==> src/rtl/ctrl_pkg.sv <==
// Shared definitions for the interrupt unit and the multicycle Controller.
package ctrl_pkg;

    typedef enum logic [1:0] {
        IDLE    = 2'd0,
        SVC_INT = 2'd1,
        SVC_NMI = 2'd2
    } state_t;

    localparam logic INA_INT = 1'b1;
    localparam logic INA_NMI = 1'b0;

    localparam int unsigned NUM_IRQ_DEFAULT = 4;

    // A single IRQ line still needs a 1-bit cause field.
    function automatic int unsigned cause_width(int unsigned n);
        return (n > 1) ? $clog2(n) : 1;
    endfunction

    localparam int unsigned CAUSE_W = cause_width(NUM_IRQ_DEFAULT);

endpackage

==> src/rtl/edge_sync.sv <==
// Multi-flop synchroniser followed by a registered rising-edge pulse.
module edge_sync #(
    parameter int unsigned SYNC_STAGES = 2
) (
    input  logic clk,
    input  logic rst,
    input  logic din,
    output logic pulse
);

    logic [SYNC_STAGES-1:0] sync_q;
    logic                   last_q;
    logic                   pulse_q;

    always_ff @(posedge clk) begin
        if (rst) begin
            sync_q  <= '0;
            last_q  <= 1'b0;
            pulse_q <= 1'b0;
        end else begin
            sync_q  <= {sync_q[SYNC_STAGES-2:0], din};
            last_q  <= sync_q[SYNC_STAGES-1];
            pulse_q <= sync_q[SYNC_STAGES-1] & ~last_q;
        end
    end

    assign pulse = pulse_q;

endmodule

==> src/rtl/interrupt_unit.sv <==
// Pending/mask/priority logic and in-service tracking feeding the Controller's INT, NMI, INTD.
module interrupt_unit
    import ctrl_pkg::*;
#(
    parameter int unsigned NUM_IRQ     = NUM_IRQ_DEFAULT,
    parameter int unsigned SYNC_STAGES = 2,
    localparam int unsigned CW         = cause_width(NUM_IRQ)
) (
    input  logic               clk,
    input  logic               rst,
    input  logic [NUM_IRQ-1:0] irq,
    input  logic               nmi_in,
    input  logic               maskWrite,
    input  logic [NUM_IRQ-1:0] maskData,
    input  logic               intReturn,
    input  logic               isInterrupted,
    input  logic               INA,
    output logic               INT,
    output logic               NMI,
    output logic               INTD,
    output logic [NUM_IRQ-1:0] pending,
    output logic [NUM_IRQ-1:0] mask,
    output logic [CW-1:0]      cause,
    output logic               nmiActive
);

    logic [NUM_IRQ-1:0] irq_edge;
    logic [NUM_IRQ-1:0] pending_q;
    logic [NUM_IRQ-1:0] mask_q;
    logic [NUM_IRQ-1:0] req;
    logic [NUM_IRQ-1:0] clr;
    logic               nmi_edge;
    logic               nmi_pend_q;
    logic               is_int_q;
    logic               nested_q;
    logic [CW-1:0]      sel;
    logic [CW-1:0]      cause_q;
    state_t             state_q;
    logic               take;
    logic               take_int;
    logic               take_nmi;

    for (genvar i = 0; i < NUM_IRQ; i++) begin : g_irq_sync
        edge_sync #(
            .SYNC_STAGES(SYNC_STAGES)
        ) u_irq_sync (
            .clk  (clk),
            .rst  (rst),
            .din  (irq[i]),
            .pulse(irq_edge[i])
        );
    end

    edge_sync #(
        .SYNC_STAGES(SYNC_STAGES)
    ) u_nmi_sync (
        .clk  (clk),
        .rst  (rst),
        .din  (nmi_in),
        .pulse(nmi_edge)
    );

    // The Controller may hold isInterrupted for several cycles; only its rise is a take.
    assign take     = isInterrupted & ~is_int_q;
    assign take_int = take & (INA == INA_INT);
    assign take_nmi = take & (INA == INA_NMI);
    assign req      = pending_q & mask_q;

    always_comb begin
        sel = '0;
        clr = '0;
        for (int i = int'(NUM_IRQ) - 1; i >= 0; i--) begin
            if (req[i]) begin
                sel = CW'(i);
            end
        end
        if (take_int && (|req)) begin
            clr[sel] = 1'b1;
        end
    end

    always_ff @(posedge clk) begin
        if (rst) begin
            pending_q  <= '0;
            mask_q     <= '0;
            nmi_pend_q <= 1'b0;
            is_int_q   <= 1'b0;
            nested_q   <= 1'b0;
            cause_q    <= '0;
            state_q    <= IDLE;
        end else begin
            is_int_q   <= isInterrupted;
            // A new edge wins over a same-cycle clear.
            pending_q  <= (pending_q & ~clr) | irq_edge;
            nmi_pend_q <= (nmi_pend_q & ~take_nmi) | nmi_edge;
            if (maskWrite) begin
                mask_q <= maskData;
            end
            if (take_int) begin
                cause_q <= sel;
            end
            case (state_q)
                IDLE: begin
                    if (take_int) begin
                        state_q <= SVC_INT;
                    end else if (take_nmi) begin
                        state_q  <= SVC_NMI;
                        nested_q <= 1'b0;
                    end
                end
                SVC_INT: begin
                    if (take_nmi) begin
                        state_q  <= SVC_NMI;
                        nested_q <= 1'b1;
                    end else if (intReturn) begin
                        state_q <= IDLE;
                    end
                end
                SVC_NMI: begin
                    if (intReturn) begin
                        state_q  <= nested_q ? SVC_INT : IDLE;
                        nested_q <= 1'b0;
                    end
                end
                default: state_q <= IDLE;
            endcase
        end
    end

    assign INT       = (|req) & (state_q == IDLE);
    assign NMI       = nmi_pend_q;
    assign INTD      = (state_q != IDLE);
    assign nmiActive = (state_q == SVC_NMI);
    assign pending   = pending_q;
    assign mask      = mask_q;
    assign cause     = cause_q;

endmodule

==> config.mk <==
export PLATFORM = sky130hd
export DESIGN_NAME = interrupt_unit
export DESIGN_NICKNAME = d
export VERILOG_FILES = /design/src/rtl/ctrl_pkg.sv /design/src/rtl/edge_sync.sv /design/src/rtl/interrupt_unit.sv
export SDC_FILE = /design/constraint.sdc
export NUM_CORES = 1
export LEC_CHECK = 0
export ABC_CLOCK_PERIOD_IN_PS = 2420
export BUFFER_PORTS_ARGS = -buffer_cell sky130_fd_sc_hd__buf_2
export CORE_MARGIN = 1.5
export CORE_UTILIZATION = 40
export CTS_BUF_LIST = sky130_fd_sc_hd__clkbuf_4
export DETAILED_ROUTE_END_ITERATION = 6
export MAX_ROUTING_LAYER = met4
export PLACE_DENSITY = 0.63
export REMOVE_ABC_BUFFERS = 1
export SETUP_SLACK_MARGIN = 0.5
export SYNTH_ARGS = -nofsm -noshare
export SYNTH_HDL_FRONTEND = slang
export SYNTH_SLANG_ARGS = --single-unit
==> constraint.sdc <==
create_clock -name clk -period 2.42 [get_ports clk]
set_input_delay 0.726 -clock clk [delete_from_list [all_inputs] [get_ports clk]]
set_output_delay 0.726 -clock clk [all_outputs]
set_load 0.005 [all_outputs]
==> out/summary.txt, run 1 <==
GPL Wtd Cong = 0.743
die height = 57.5 µm
maxcap violations = 0
Root Buffer = clkbuf_4
number of synthesized register bits = 35
Post-synth EDFFs = 0
overall power = 984 µW
clock buffer depth = 2
worst reg2reg startpoint = state_q[1]
CP Launch Type = flip-flop
fill count = 262
worst path required time = 1.69 ns
die footprint = 0.00330 mm²
global-route wire length before repair = 3.35 mm
Post-Syn Instances = 111
Inserted Clock Buffers = 5
final setup violating endpoints = 0
Area Growth Syn to Fin = 22.4%
core area = 0.00278 mm²
YS warnings = 0
Clock Sinks = 35
grt total ovfl = 0
clock period minus worst slack = 1.89 ns
Tot GR Track Use = 14.3%
skew final = 0.00557 ns
register area = 709 µm²
first-pass iteration count of the detailed router = 3
vias in the first global route = 818
drc violations = 0
average size of a mapped cell = 10.7 µm²
Synth Flop Type = dfxtp_1
hpwl dp = 1.37 mm
io pins = 29
TNS Setup = 0 ns
worst skew pair latency = 0.32 ns
distinct cell type count after synthesis = 28
Power Density = 677 mW/mm²
Relative slew margins = 78.0%
initial drt markers = 17
H-tree levels = 2
max frequency = 529 MHz
Routed WL = 1.92 mm
Worst Path Arrival = 1.17 ns
CP max FO = 2
Hold Crit Start = g_irq_sync[3].u_irq_sync.last_q
port buffer count = 28
# diodes = 0
Die Wd = 57.5 µm
total number of vias = 854
RSZ-0062 raised after global routing = yes
Leak Pwr = 0.000639 µW
Tcrit/Tclk final = 78.2%
DR WL/cell = 10.8 µm
Initial Util = 42.7%
run status = completed
fin util = 52.3%
sequential area share after synthesis = 59.0%
crit end category = primary output
Worst-Margin Slew = 0.329 ns
Layout Nets = 161
Post-DRT Antenna Nets = 0
Reg clk slew, reported paths = 0.09 ns
CP Class = reg -> out
Max VDD drop = 0.488 mV
Post-Syn Area = 0.00119 mm²
initial antenna violation count = 0
CTS tree = built
Final Max Slew Viols = 0
area taken by multi-input logic gates = 475 µm²
Rows = 19
Worst setup startpoint = state_q[0]
layout cells sized above 1 = 35.4%
worst hold path type = reg -> reg
DR vias/cell = 4.80
asr flop ratio synth = 0%
Hold Fails Final Rpt = 0
largest net degree at the start of global routing = 18
## flip-flops by register name, indices dropped and copies added (netlist names)
signal	cells
u_nmi_sync.last_q	1
g_irq_sync.u_irq_sync.sync_q	8
g_irq_sync.u_irq_sync.last_q	4
cause	2
nested_q	1
state_q	2
u_nmi_sync.sync_q	2
NMI	1
is_int_q	1
u_nmi_sync.pulse	1
mask	4
g_irq_sync.u_irq_sync.pulse	4
pending	4
## worst max-delay path: stages (launching register included)
cell and delay, ns:
dfxtp_2 0.33, or2_4 0.25, a31oi_2 0.14, buf_2 0.14
## metrics by stage
step	cells	hold slack, ns	setup WS [ns]	cell area [µm²]
4_1_cts	178	0.381	0.495	1440
5_1_grt	178	0.399	0.472	1450
2_1_floorplan	107	0.367	0.886	1170
3_3_place_gp	167	0.372	0.748	1360
6_report	178	0.384	0.528	1450
3_5_place_dp	167	0.371	0.715	1360
## cell type report
cell class	count	area share (%)
Sequential cell	35	48.8
Multi-Input combinational cell	70	32.7
Timing Repair Buffer	32	11.7
Clock buffer	6	3.10
Tap cell	31	2.67
Clock inverter	2	0.516
Inverter	2	0.516
## routing by layer
layer | vias to the layer above | track usage (%) | share of wire, %
met2 | 25 | 21.8 | 46
met5 | - | - | 0
met4 | 0 | 9.97 | 2.3
met1 | 381 | 15.5 | 45
li1 | 443 | - | -
met3 | 5 | 4.99 | 6.6
## cells in the final DEF (no fill, tap or decap)
| cell | count |
|---|---|
| dfxtp_1 | 28 |
| buf_2 | 28 |
| nor2b_1 | 23 |
| nor2_1 | 10 |
| dfxtp_2 | 7 |
| clkbuf_4 | 6 |
| nand2_1 | 4 |
| mux2i_1 | 4 |
| buf_4 | 4 |
| nor3_1 | 3 |
| a21oi_1 | 3 |
| inv_1 | 2 |
| nand3b_1 | 2 |
| nor4b_1 | 2 |
| nor3b_1 | 2 |
| nand2b_1 | 2 |
| o41ai_1 | 2 |
| clkinv_1 | 2 |
| a22oi_2 | 1 |
| or2_4 | 1 |
| a31oi_2 | 1 |
| and2_1 | 1 |
| a311oi_1 | 1 |
| o21ai_0 | 1 |
| or4b_4 | 1 |
| nor2b_4 | 1 |
| nor3_2 | 1 |
| a32o_1 | 1 |
| a32oi_1 | 1 |
| mux2_2 | 1 |
| or4b_1 | 1 |
## final timing paths
check / to / slack [ns] / cells after the start
worst max register to register: nested_q / 1.05 / 4
worst min register to register: g_irq_sync[3].u_irq_sync.pulse / 0.38 / 1
worst min-delay path: g_irq_sync[3].u_irq_sync.pulse / 0.38 / 1
worst max-delay path: INT / 0.53 / 3
## logic make-up (layout without fill, tap and decap cells)
| logic type | after synthesis | in the layout | share of synthesized area (%) |
|---|---|---|---|
| flops | 35 | 35 | 59.0 |
| mux | 5 | 5 | 4.32 |
| buf+inv | 6 | 42 | 2.11 |
| simple gates | 54 | 54 | 27.9 |
| compound gates | 11 | 11 | 6.64 |
## synth_stat cells (all sizes together) (2+ instances only)
library cell	count	share of area [%]
nand2b	2	1.1
a21oi	3	1.3
nor2b	24	13
o41ai	2	1.5
nor3b	2	1.3
buf	2	0.84
nor4b	2	1.5
inv	2	0.63
nor2	10	3.2
nand3b	2	1.3
nor3	4	2.1
dfxtp	35	59
clkbuf	2	0.63
nand2	4	1.3
mux2i	4	3.4
or4b	2	2.0
## timing repair
action                     4_1_cts  5_1_grt
setup buffers                    3        0
hold buffers                     0        0
gates resized for setup          5        5
pin swaps                        1        1
setup endpoints to repair        1        1
## power breakdown
| part | switching (µW) | leakage, µW | internal [µW] | total [µW] |
|---|---|---|---|---|
| clock | 173 | 0.0000307 | 119 | 291 |
| sequential | 12.5 | 0.000290 | 600 | 612 |
| combinational | 36.0 | 0.000319 | 44.1 | 80.1 |
| total | 221 | 0.000639 | 763 | 984 |
Power figures use the tool's default switching activity.
==> inputs of run 2 (changes only) <==
- ABC_CLOCK_PERIOD_IN_PS: 2420 -> 1700
- PLACE_DENSITY: 0.63 -> 0.65
- clock period: 2.42 -> 1.7 ns (I/O delays scaled with it)
==> run 2 against run 1 <==
Net effect: worst hold slack got worse by 0.0089 ns; cell count is 3.9% higher; worst setup slack got worse by 0.52 ns; routed wire length rose by 11%; total power up 45%; critical path depth stayed put; sequential power grew 42%; die area stayed put; flip-flop and latch count did not move; final area is 11% higher; first-iteration DRC count fell by 24%; critical endpoint unchanged; largest cell class unchanged.
==> out/summary.txt, run 2 (same netlist as run 1, synthesis figures left out) <==
DR vias/cell = 4.95
worst hold path type = in -> reg
hold depth = 2
max reg flops = 8
Internal Dissipation = 1090 µW
total number of vias = 916
first-pass iteration count of the detailed router = 4
Area Growth Syn to Fin = 35.9%
die footprint = 0.00330 mm²
DP Worst Slack = 0.218 ns
Inserted Clock Buffers = 5
Cell Area, Placed = 0.00137 mm²
port buffer count = 28
worst setup margin = 0.00755 ns
final setup violating endpoints = 0
vias in the first global route = 825
maxcap violations = 0
worst-path cell chain = or2_4 > a31oi_1 > buf_2
CTS Hold Bufs = 0
worst path required time = 1.19 ns
fill count = 244
Tcrit/Tclk final = 99.6%
hpwl dp = 1.41 mm
Final Instance Area = 0.00161 mm²
die height = 57.5 µm
worst reg-to-reg path cell count = 6
Initial Util = 42.7%
r2r setup slk = 0.20 ns
grt total ovfl = 0
drc violations = 0
CP max FO = 2
hold worst-path end = g_irq_sync[2].u_irq_sync.sync_q[0]
RSZ-0062 raised after global routing = yes
combinational power share = 10.7%
# diodes = 0
Leak Pwr = 0.000715 µW
Routed WL = 2.13 mm
most flop-heavy register = g_irq_sync.u_irq_sync.sync_q
Switch Pwr = 342 µW
sw frac = 23.9%
CP peak stage delay = 0.33 ns
Reg clk slew, reported paths = 0.10 ns
Clock Sinks = 35
largest net degree at the start of global routing = 17
Clock power frac = 28.4%
run status = completed
highest-delay cell along the critical path = dfxtp_2
clock period minus worst slack = 1.69 ns
crit end category = primary output
Worst Path Arrival = 1.18 ns
initial antenna violation count = 0
io pins = 29
Tot GR Track Use = 14.7%
final hold slack = 0.375 ns
most frequent cells in the layout = 23 x buf_2, 22 x nor2b_1, 21 x dfxtp_1
Hold Crit Start = irq[2]
Seq pwr share = 60.9%
skew final = 0.00586 ns
commonest non-fill, non-tap cell in the layout = buf_2
Root Buffer = clkbuf_4
Hold Fails Final Rpt = 0
Power Density = 887 mW/mm²
register area = 726 µm²
CP Launch Type = flip-flop
global-route wire length before repair = 3.43 mm
Rows = 19
CTS tree = built
worst reg2reg startpoint = state_q[1]
Post-DRT Antenna Nets = 0
max frequency = 591 MHz
Relative slew margins = 78.4%
area taken by multi-input logic gates = 523 µm²
DR WL/cell = 11.5 µm
clock buffer depth = 2
core area = 0.00278 mm²
initial drt markers = 13
Layout Nets = 169
CP Class = reg -> out
GPL Wtd Cong = 0.733
Worst-Margin Slew = 0.323 ns
Reg-to-Reg End = nested_q
H-tree levels = 2
worst skew pair latency = 0.34 ns
Final Max Slew Viols = 0
layout cells sized above 1 = 48.7%
Die Wd = 57.5 µm
Max VDD drop = 0.614 mV
## run 2: final cells by class
class,count,area share (%)
multi-input combinational,70,32.4
clock inverter,2,0.543
sequential,35,45.0
tap,31,2.40
timing repair buffer,40,16.9
clock buffer,5,2.33
inverter,2,0.465
## run 2: how the worst max path moves through the flow
stage,startpoint,endpoint,cells past startpoint
4_1_cts,state_q[1],INT,3
3_3_place_gp,INA,nested_q,4
6_report,state_q[1],INT,3
5_1_grt,state_q[1],INT,3
2_1_floorplan,INA,nested_q,3
3_5_place_dp,INA,nested_q,4
## run 2: power by group through the flow
stage               Combinational, µW  Sequential (µW)  Clock, µW
floorplan                        53.3              888          0
global placement                  105              889          0
detailed placement                109              890          0
CTS                               139              872        421
global route                      166              876        465
finish                            153              872        406
## run 2: per-layer routing
layer,wire (µm),share of wire [%],track usage [%]
met5,0,0,-
met4,82,3.9,12.0
met3,109,5.1,4.99
met2,1020,48,22.4
met1,921,43,15.1
## run 2: per-stage QoR
stage          power, µW  instances  TNS [ns]  utilization (%)
6_report            1430        185         0             58.0
3_3_place_gp         995        169         0             49.3
2_1_floorplan        941        107         0                -
5_1_grt             1510        185   -0.0531             58.0
4_1_cts             1430        182  -0.00665             55.1
3_5_place_dp        1000        169         0             49.3
## run 2: timing repair
item | 4_1_cts | 5_1_grt
setup endpoints to repair | 16 | 21
pin swaps | 4 | 2
gates resized for setup | 26 | 12
setup buffers | 6 | 3
## run 2: worst max-delay path, delay by kind of cell, from the launching register on
kind	cells	cell delay, ns
flops	1	0.33
compound gates	1	0.14
buf+inv	1	0.13
simple gates	1	0.24
==> inputs of run 3 (changes only) <==
- CELL_PAD_IN_SITES_DETAIL_PLACEMENT: unset -> 1
- CELL_PAD_IN_SITES_GLOBAL_PLACEMENT: unset -> 2
- CORE_UTILIZATION: 40 -> 30
- PLACE_DENSITY: 0.65 -> 0.75
==> run 3 against run 2 <==
Net effect: flip-flop and latch count unchanged; critical path depth stayed put; register-to-register slack about the same; global-route usage down 1.2 points; worst setup slack better by 0.0022 ns; worst hold slack improved by 0.0060 ns; utilization is 14 points lower; total power grew 2.2%; routed wire length up 19%; non-clock buffer count unchanged; clock skew increased by 0.0049 ns; critical endpoint unchanged; largest cell class unchanged; highest routed layer unchanged.
==> out/summary.txt, run 3 (same netlist as run 1, synthesis figures left out) <==
wire length on met2 = 1.25 mm
Layout Nets = 169
largest net degree at the start of global routing = 16
first-pass iteration count of the detailed router = 4
total number of vias = 919
CP max FO = 2
combinational power share = 10.7%
Inserted Clock Buffers = 5
# diodes = 0
clock period minus worst slack = 1.69 ns
max reg flops = 8
run status = completed
Tcrit/Tclk final = 99.4%
highest-delay cell along the critical path = dfxtp_2
DR vias/cell = 4.53
initial antenna violation count = 0
Power Density = 891 mW/mm²
CP peak stage delay = 0.33 ns
most flop-heavy register = g_irq_sync.u_irq_sync.sync_q
Hold Fails Final Rpt = 0
routed wl met3 = 115 µm
final cell count without fillers = 203
core area = 0.00374 mm²
CP Buf/Inv Count = 1
die footprint = 0.00434 mm²
GPL Wtd Cong = 0.726
worst path required time = 1.19 ns
CTS Hold Bufs = 0
Leak Pwr = 0.000714 µW
Max VDD drop = 0.466 mV
grt total ovfl = 0
wl on met1 = 1.12 mm
hpwl dp = 1.69 mm
Die Wd = 65.9 µm
DP Worst Slack = 0.187 ns
top sig layer = met4
CP Class = reg -> out
drc violations = 0
Clock Sinks = 35
final setup violating endpoints = 0
sw frac = 24.1%
Worst-Margin Slew = 0.273 ns
crit end category = primary output
worst skew pair latency = 0.33 ns
placed insts = 186
Routed WL = 2.54 mm
Worst Path Arrival = 1.18 ns
final hold slack = 0.381 ns
maxcap violations = 0
worst-path cell chain = or2_4 > a31oi_1 > buf_2
worst setup margin = 0.00971 ns
Reg clk slew, reported paths = 0.10 ns
CP Launch Type = flip-flop
layout cells sized above 1 = 46.5%
die height = 65.9 µm
overall power = 1460 µW
fin util = 43.9%
vias in the first global route = 896
Initial Util = 31.7%
most frequent cells in the layout = 23 x buf_2, 22 x nor2b_1, 22 x dfxtp_1
worst hold path type = in -> reg
Root Buffer = clkbuf_4
Final Max Slew Viols = 0
Post-DRT Antenna Nets = 0
H-tree levels = 2
Clock power frac = 29.7%
Seq pwr share = 59.6%
Crit path max-delay family = flip-flops
Tot GR Track Use = 13.5%
global-route wire length before repair = 4.17 mm
io pins = 29
Rows = 22
max frequency = 592 MHz
commonest non-fill, non-tap cell in the layout = buf_2
Internal Dissipation = 1110 µW
Switch Pwr = 352 µW
Area Growth Syn to Fin = 38.3%
Relative slew margins = 81.8%
clock buffer depth = 2
initial drt markers = 33
port buffer count = 28
CTS tree = built
skew final = 0.0108 ns
RSZ-0062 raised after global routing = yes
DR WL/cell = 12.5 µm
==> run 3: cell count changes in the layout (fill, tap and decap cells not counted) <==
cell and change:
dfxtp_1 +1, o41ai_4 +1, buf_6 +1, clkinv_1 +1
o41ai_2 -2, o41ai_1 +1, nor4b_1 +1, nor4b_2 -1
buf_4 -1, clkinv_2 -1, dfxtp_2 -1, clkbuf_4 +1
==> run 3: cell type report <==
cell class              count  area, µm²
clock buffers               6       45.0
clock inverters             2       7.51
fillers                   436       2100
inverters                   2       7.51
multi-input cells          70        520
flip-flops and latches     35        724
well taps                  48       60.1
repair buffers             40        277
==> run 3: per-layer routing <==
metal  global-route usage, %  vias to the layer above
met1                    14.3                      433
met2                    22.6                       20
met5                       -                        -
met3                    5.11                        6
met4                    5.47                        0
li1                        -                      460
==> run 3: path summary, 6_finish.rpt <==
check                                                      from                              to  slack (ns)  cells after the start
worst min register to register  g_irq_sync[3].u_irq_sync.last_q  g_irq_sync[3].u_irq_sync.pulse        0.38                      1
worst max-delay path                                 state_q[0]                             INT        0.01                      3
worst min-delay path                                     nmi_in            u_nmi_sync.sync_q[0]        0.38                      2
worst max register to register                       state_q[1]                        nested_q        0.21                      6
==> run 3: stage by stage <==
stage / TNS, ns / instance area [µm²]
floorplan: 0 / 1170
global placement: 0 / 1390
detailed placement: 0 / 1390
CTS: -0.0129 / 1570
global route: -0.0751 / 1640
finish: 0 / 1640
==> run 3: repair_timing <==
action / CTS / global route
resized for setup: 29 / 8
setup endpoints to repair: 16 / 17
buffers inserted: 5 / 4
pin swaps: 5 / 3
gates cloned: 0 / 0
endpoints found under the hold margin: 0 / 0
==> run 3: power groups by stage <==
stage | sequential, µW | combinational [µW] | clock [µW]
2_1_floorplan | 888 | 53.3 | 0
3_3_place_gp | 890 | 108 | 0
3_5_place_dp | 892 | 112 | 0
4_1_cts | 874 | 143 | 458
5_1_grt | 876 | 174 | 495
6_report | 872 | 157 | 435
